### config.mk
export PLATFORM = sky130hd
export DESIGN_NAME = seven_seg_scan_ctrl
export DESIGN_NICKNAME = d
export VERILOG_FILES = /design/src/rtl/seven_seg_scan_ctrl.sv
export SDC_FILE = /design/constraint.sdc
export NUM_CORES = 1
export LEC_CHECK = 0
export CORE_MARGIN = 4
export CORE_UTILIZATION = 48
export DETAILED_ROUTE_END_ITERATION = 16
export PLACE_DENSITY = 0.74
export SLEW_MARGIN = 20
export SYNTH_ARGS = -nofsm -noshare
export SYNTH_HDL_FRONTEND = slang
export SYNTH_SLANG_ARGS = --single-unit
export TNS_END_PERCENT = 5
### constraint.sdc
create_clock -name clk -period 2.3 [get_ports clk]
set_clock_uncertainty 0.2 [all_clocks]
set_input_delay 0.23 -clock clk [delete_from_list [all_inputs] [get_ports clk]]
set_output_delay 0.23 -clock clk [all_outputs]
set_load 0.03 [all_outputs]
### src/rtl/seven_seg_scan_ctrl.sv
// Multiplexed 7-segment scan controller: one shared BCD decoder,
// per-slot blanking, optional leading-zero blanking and frame-aligned updates.
module seven_seg_scan_ctrl #(
    parameter int NDIG     = 4,
    parameter int PRESCALE = 1000,
    parameter int BLANK    = 2
) (
    input  logic              clk,
    input  logic              rst,
    input  logic              load,
    input  logic [4*NDIG-1:0] data_in,
    input  logic              lz_en,
    output logic [3:0]        bcd,
    output logic [NDIG-1:0]   dig_en,
    output logic              frame_start,
    output logic              ld_ack,
    output logic              pending
);
    localparam int CW = (PRESCALE > 1) ? $clog2(PRESCALE) : 1;
    localparam int IW = (NDIG > 1) ? $clog2(NDIG) : 1;
    localparam logic [CW-1:0] CNT_LAST = CW'(PRESCALE - 1);
    localparam logic [CW-1:0] CNT_LIT  = CW'(BLANK);
    localparam logic [IW-1:0] IDX_LAST = IW'(NDIG - 1);

    logic [CW-1:0]     cnt;
    logic [IW-1:0]     idx;
    logic [4*NDIG-1:0] shadow;
    logic [4*NDIG-1:0] active;
    logic              slot_end;
    logic              frame_edge;
    logic              lit;
    logic              zero_run;
    logic [NDIG-1:0]   sel;
    logic [NDIG-1:0]   sup;

    assign slot_end   = (cnt == CNT_LAST);
    assign frame_edge = slot_end && (idx == IDX_LAST);

    always_ff @(posedge clk or posedge rst) begin
        if (rst) begin
            cnt         <= '0;
            idx         <= '0;
            shadow      <= '0;
            active      <= '0;
            pending     <= 1'b0;
            frame_start <= 1'b0;
            ld_ack      <= 1'b0;
        end else begin
            cnt         <= slot_end ? '0 : cnt + CW'(1);
            frame_start <= frame_edge;
            ld_ack      <= frame_edge && pending;
            if (slot_end) begin
                idx <= frame_edge ? '0 : idx + IW'(1);
            end
            // transfer reads the old shadow even when a load lands on this edge
            if (frame_edge && pending) begin
                active <= shadow;
            end
            if (load) begin
                shadow  <= data_in;
                pending <= 1'b1;
            end else if (frame_edge) begin
                pending <= 1'b0;
            end
        end
    end

    // walk from the top digit down; a digit is blank while everything above it is zero
    always_comb begin
        bcd      = '0;
        sel      = '0;
        sup      = '0;
        zero_run = 1'b1;
        for (int i = NDIG - 1; i >= 0; i--) begin
            zero_run = zero_run && (active[4*i +: 4] == 4'd0);
            sup[i]   = lz_en && zero_run && (i != 0);
            if (idx == IW'(i)) begin
                sel[i] = 1'b1;
                bcd    = active[4*i +: 4];
            end
        end
    end

    generate
        if (BLANK == 0) begin : g_noblank
            assign lit = 1'b1;
        end else begin : g_blank
            assign lit = (cnt >= CNT_LIT);
        end
    endgenerate

    assign dig_en = (lit && !(|(sel & sup))) ? sel : '0;

endmodule

---- Word level (Yosys, flattened, before mapping) ----
Index checks and enable logic that the tools add are counted.
storage, ports and cells
  register bits after elaboration ......... 47
  latch bits .............................. 0
  RAM bits ................................ 0
  ROM bits ................................ 0
  input bits .............................. 20
  output and inout port bits .............. 11
  logic and storage cells ................. 43
  memories ................................ 0
cells by class
  $add $sub $neg .......................... 2
  multipliers ............................. 0
  divide/modulo/power cells ............... 0
  order comparisons ....................... 1
  eq/ne operators ......................... 4
  shifts and indexed selects .............. 0
  mux-type cells .......................... 13
  bitwise gates (word level) .............. 1
  reduce and logical (&&, ||, !) cells .... 15
operator list
  operator               number
  $mux 4                 5
  $logic_not 4->1        3
  $add 10x1->10 const B  1
  $eq 10x10->1 const B   1
  $ge 10x2->1 const B    1
  $mux 10                1
  $logic_and 1x1->1      8
  $mux 1                 6
  $and 4x4->4            1
  $eq 2x2->1 const B     2
  $reduce_or 4->1        1
  $add 2x1->2 const B    1
  $eq 2x1->1 const B     1
  $logic_not 2->1        1
  $mux 2                 1
  $reduce_bool 2->1      1
  $logic_not 1->1        1

---- Logic depth before layout (Yosys ltp) ----
  depth in word-level cells ............... 9
  mapped depth ............................ 6
  gate-level depth less buffers ........... 5

---- Worst setup path after synthesis ----
No wires, ideal clock.
  kind .................................... reg-to-output
  start point ............................. register idx[0]
  end point ............................... output port dig_en[0]
  arrival ................................. 1.799 ns
  slack ................................... 0.071 ns
  stages on the path, launching flop included .. 5
  path buffers ............................ 1
  cell sequence ........................... dfrtp_1 ha_1 clkbuf_1 o2111a_1 a211oi_1
on the way
  cells in the longest elaborated chain, start to end .. 7
  elaborated cells between the ends (all ways) .. 13
  classes of those cells .................. eq/ne (3); mux (5); bitwise (1); reduce/logical (4)
ends and longest elaborated chain
  what                                RTL line  RTL
  start: declaration                  26        logic [IW-1:0] idx;
  start signal: assignment            53        idx <= frame_edge ? '0 : idx + IW'(1);
  $eq 2x1->1 (tied with other cells)  77        if (idx == IW'(i)) begin
  $mux 1                              77
  $and 4x4->4                         92        assign dig_en = (lit && !(|(sel & sup))) ? sel : '0;
  $reduce_or 4->1                     92
  $logic_not 1->1                     92
  $logic_and 1x1->1                   92
  $mux 4 (*)                          92
  end: declaration                    14        output logic [NDIG-1:0] dig_en,
Mark *: on every way between the ends. The rest lies on a longest branch, timed or not.

---- Worst setup path in the final report ----
  start point ............................. register cnt[1]
  end point ............................... output port dig_en[0]
on the way
  cells in the longest elaborated chain, start to end .. 3
ends and longest elaborated chain
  what                      RTL line  RTL
  start: declaration        25        logic [CW-1:0] cnt;
  start signal: assignment  49        cnt <= slot_end ? '0 : cnt + CW'(1);
  $ge 10x2->1               88        assign lit = (cnt >= CNT_LIT);
  $logic_and 1x1->1         92
  $mux 4                    92
Every way passes these cells.

==> results by group <==
Setup path
  – Crit-path max cell delay: 0.52 ns
  – Worst Path Arrival: about 1.9 ns
  – WS Path Type: register to output pin
  – Crit Reg-Reg Startpoint: cnt[0]
  – Critical-path cell list: buf_6 -> or4_4 -> nor3_2 -> buf_4 -> a211oi_1 -> buf_4
  – R2R Setup Slk: approximately 0.15 ns
  – Worst path slowest cell: or4_4
  – Worst-path maximum fanout: 4
  – CP startpoint kind: register
  – Setup crit end kind: output pin
  – WP data required: 1.87 ns
  – FF-to-FF path depth: 6
  – Critical Path Most Common Cell: buf_4
  – Crit Reg-Reg Endpoint: active[7]

GRT
  – Global Route Usage Sum: 17.5%
  – Initial antenna violation count: 0
  – Number of global-route vias before repair: 1607
  – M1 GR Usage: between 20% and 30%
  – GRT met3 Usage: about 4.5%
  – Gr busiest metal: met2
  – First-pass GRT wire length: 7.42 mm
  – GRT overflow: 0
  – Largest net degree at the start of global routing: 48
  – GR Util met2: 30.1%

Synth
  – Syn Area/Cell: about 12 um2
  – Synth Flop Type: dfrtp_1
  – XOR/XNOR Fraction of Synth Area: about 1.2%
  – Syn Inst Count: roughly 180
  – Post-synthesis adder-cell area fraction: 3.43%
  – Syn nets: 205
  – EDFF count, synth: 0
  – Asr flop ratio synth: 100%
  – Post-synth cell types: 39
  – Yosys warns: 0
  – Area contributors post-synth: dfrtp_1, mux2_2, ha_1
  – Synth area leader: dfrtp_1
  – Portion of netlist area occupied by mux cells: between 10% and 20%
  – Compound-cell area share of the yosys netlist: 9.33%
  – #FFs+latches synth: 47
  – Area share of and/or/nand/nor cells after synthesis: 10.8%
  – Largest family of logic cells by synthesized area: multiplexers
  – Sequential element share of the synthesized area: around 54%
  – Top cell type's share of synthesized area: 53.8%
  – Cell Area, Synth: 0.00219 mm2

Power and ir drop
  – Max VDD drop: 0.000364 V
  – Pwr dens: 520 mW/mm2
  – Leakage: between 0.001 and 0.0015 uW

Detailed routing
  – Number of remaining DRC errors: 0
  – Total wire length: 4.55 mm
  – DR pass1 iterations: 4
  – Initial drt markers: 55
  – DR WL/cell: 15.9 um
  – Antenna Nets Post-Route: 0
  – Routed via count: 1575
  – Vias per cell: 5.51

Cells and area
  – Final design utilization: 63.4%
  – NumNets Final: 260
  – Synth-to-layout area growth: 27.1%
  – Layout cell share with drive strength beyond 1: between 30% and 40%
  – N_diodes: 0

Placement
  – Pre-CTS WS: -0.227 ns
  – Final HPWL from detailed placement: about 3.4 mm
  – Placer Congestion: 0.823
  – Port bufs: 30

Clock tree
  – Worst-path clk slew: 0.08 ns
  – Cts bufs inserted: 5
  – Root Buffer: clkbuf_8
  – TritonCTS clock tree: built
  – Clk sink count: 47
  – CTS Hold Bufs: 0
  – Clock Latency Late Sink: 0.29 ns
  – H-tree depth: 2
  – CTS Buffer Depth: 2

Timing
  – Worst Setup Slack, final: 0.00793 ns
  – Hold_ws: 0.189 ns
  – Max Freq: around 0.44 GHz
  – Final count of hold timing violations: 0
  – Unrepaired setup endpoints after global routing: true
  – Endpoints failing setup: 0
  – Min Tclk post-route: 2.29 ns
  – Final period utilization: 99.7%
  – Rel. slew slack: 61.0%
  – Final Slew Violations: 0
  – Worst Tran Pin Value: a little under 0.6 ns

Job
  – MaxCap Viol Count: 0

Die
  – Starting Density: 49.9%
  – Die Wd: 75.5 um
  – I/O Pins: 31
  – Die Span Y: roughly 75 um
  – Core area: about 0.0044 mm2
  – DIE AREA: ~0.0057 mm2
  – Site row count: 24

Hold path
  – Worst min path class: input pin to asynchronous set/reset pin

Outcome
  – Status: completed
==> worst max-delay path, delay by kind of cell (launching register included) <==
kind / cells / cell delay, ns
DFF: 1 / 0.40
AOI/OAI and AO/OA: 1 / 0.05
and+or+nand+nor: 2 / 0.64
buffers and inverters: 3 / 0.48
==> stage by stage <==
stage	instances	setup TNS (ns)	cell area, um2	power, uW
2_1_floorplan	179	0	2190	926
3_3_place_gp	279	-0.728	2690	970
3_5_place_dp	279	-0.867	2690	977
4_1_cts	286	-0.0176	2780	1460
5_1_grt	286	-0.379	2780	1510
6_report	286	0	2780	1450
==> sequential cells by signal, indices dropped and copies added, names as in the netlist <==
register,cells
ld_ack,1
shadow,16
idx,2
active,16
cnt,10
pending,1
frame_start,1
==> where the power goes <==
group          total [uW]  switching (uW)  internal [uW]
Clock                 488             252            236
Sequential            867            13.6            854
Combinational        90.3            34.1           56.2
Total                1450             300           1150
==> area by class of cell <==
type | count | area [um2]
clock buffer | 6 | 82.6
clock inverter | 1 | 5.00
fill | 329 | 1610
inverter | 13 | 48.8
multi-input combinational | 113 | 937
sequential | 47 | 1180
tap | 52 | 65.1
timing repair buffer | 54 | 463
==> worst max path at each step <==
stage	start	end	slack (ns)	depth (start not counted)
2_1_floorplan	idx[0]	dig_en[0]	0.07	4
3_3_place_gp	cnt[0]	dig_en[3]	-0.19	7
3_5_place_dp	cnt[0]	dig_en[3]	-0.23	7
4_1_cts	cnt[1]	dig_en[3]	-0.01	6
5_1_grt	idx[0]	bcd[1]	-0.07	7
6_report	cnt[1]	dig_en[0]	0.008	6
==> cell usage in the layout, fill, tap and decap left out, types with 6 or more instances in the layout <==
cell             netlist  layout
mux2_2                32      32
nor2_1                 7       7
clkbuf_8               0       6
inv_1                 13      12
dfrtp_1               47      47
clkdlybuf4s50_1        0      22
a21oi_1                7       7
ha_1                   6       6
buf_4                  0      28
o21ai_0                7       7
nand2_1                8       8
==> metal layers <==
metal / routed length (um) / up-vias
met5: 0 / -
met4: 127 / 0
met3: 196 / 13
met2: 2340 / 42
met1: 1890 / 773
li1: - / 747
==> cell usage after synthesis (2+ instances only) <==
| library cell | instances |
|---|---|
| buf_6 | 2 |
| a211oi_1 | 2 |
| a22o_1 | 3 |
| dfrtp_1 | 47 |
| nand3_1 | 3 |
| nand2_1 | 8 |
| a21oi_1 | 7 |
| mux2_2 | 32 |
| nor3_1 | 2 |
| mux2_1 | 2 |
| xor2_1 | 2 |
| inv_1 | 13 |
| nand4_1 | 3 |
| ha_1 | 6 |
| or3_1 | 3 |
| nor3b_1 | 2 |
| o21a_1 | 3 |
| clkbuf_1 | 3 |
| o21ai_0 | 7 |
| or4_1 | 4 |
| nor2_1 | 7 |
==> logic make-up (layout without fill, tap and decap cells) <==
logic type | after synthesis | in the layout
AND/OR/NAND/NOR | 40 | 40
buffers and inverters | 19 | 74
multiplexers | 34 | 34
XOR/XNOR | 3 | 3
adder cells (fa/ha/maj) | 6 | 6
flip-flops | 47 | 47
AO/OA/AOI/OAI | 30 | 30
==> repair_timing <==
item,CTS,global route
pin swaps,2,0
gates cloned,0,0
resized for setup,39,6
endpoints found under the setup margin,8,8
setup buffers,0,0
(Power assumes the default switching activity.)
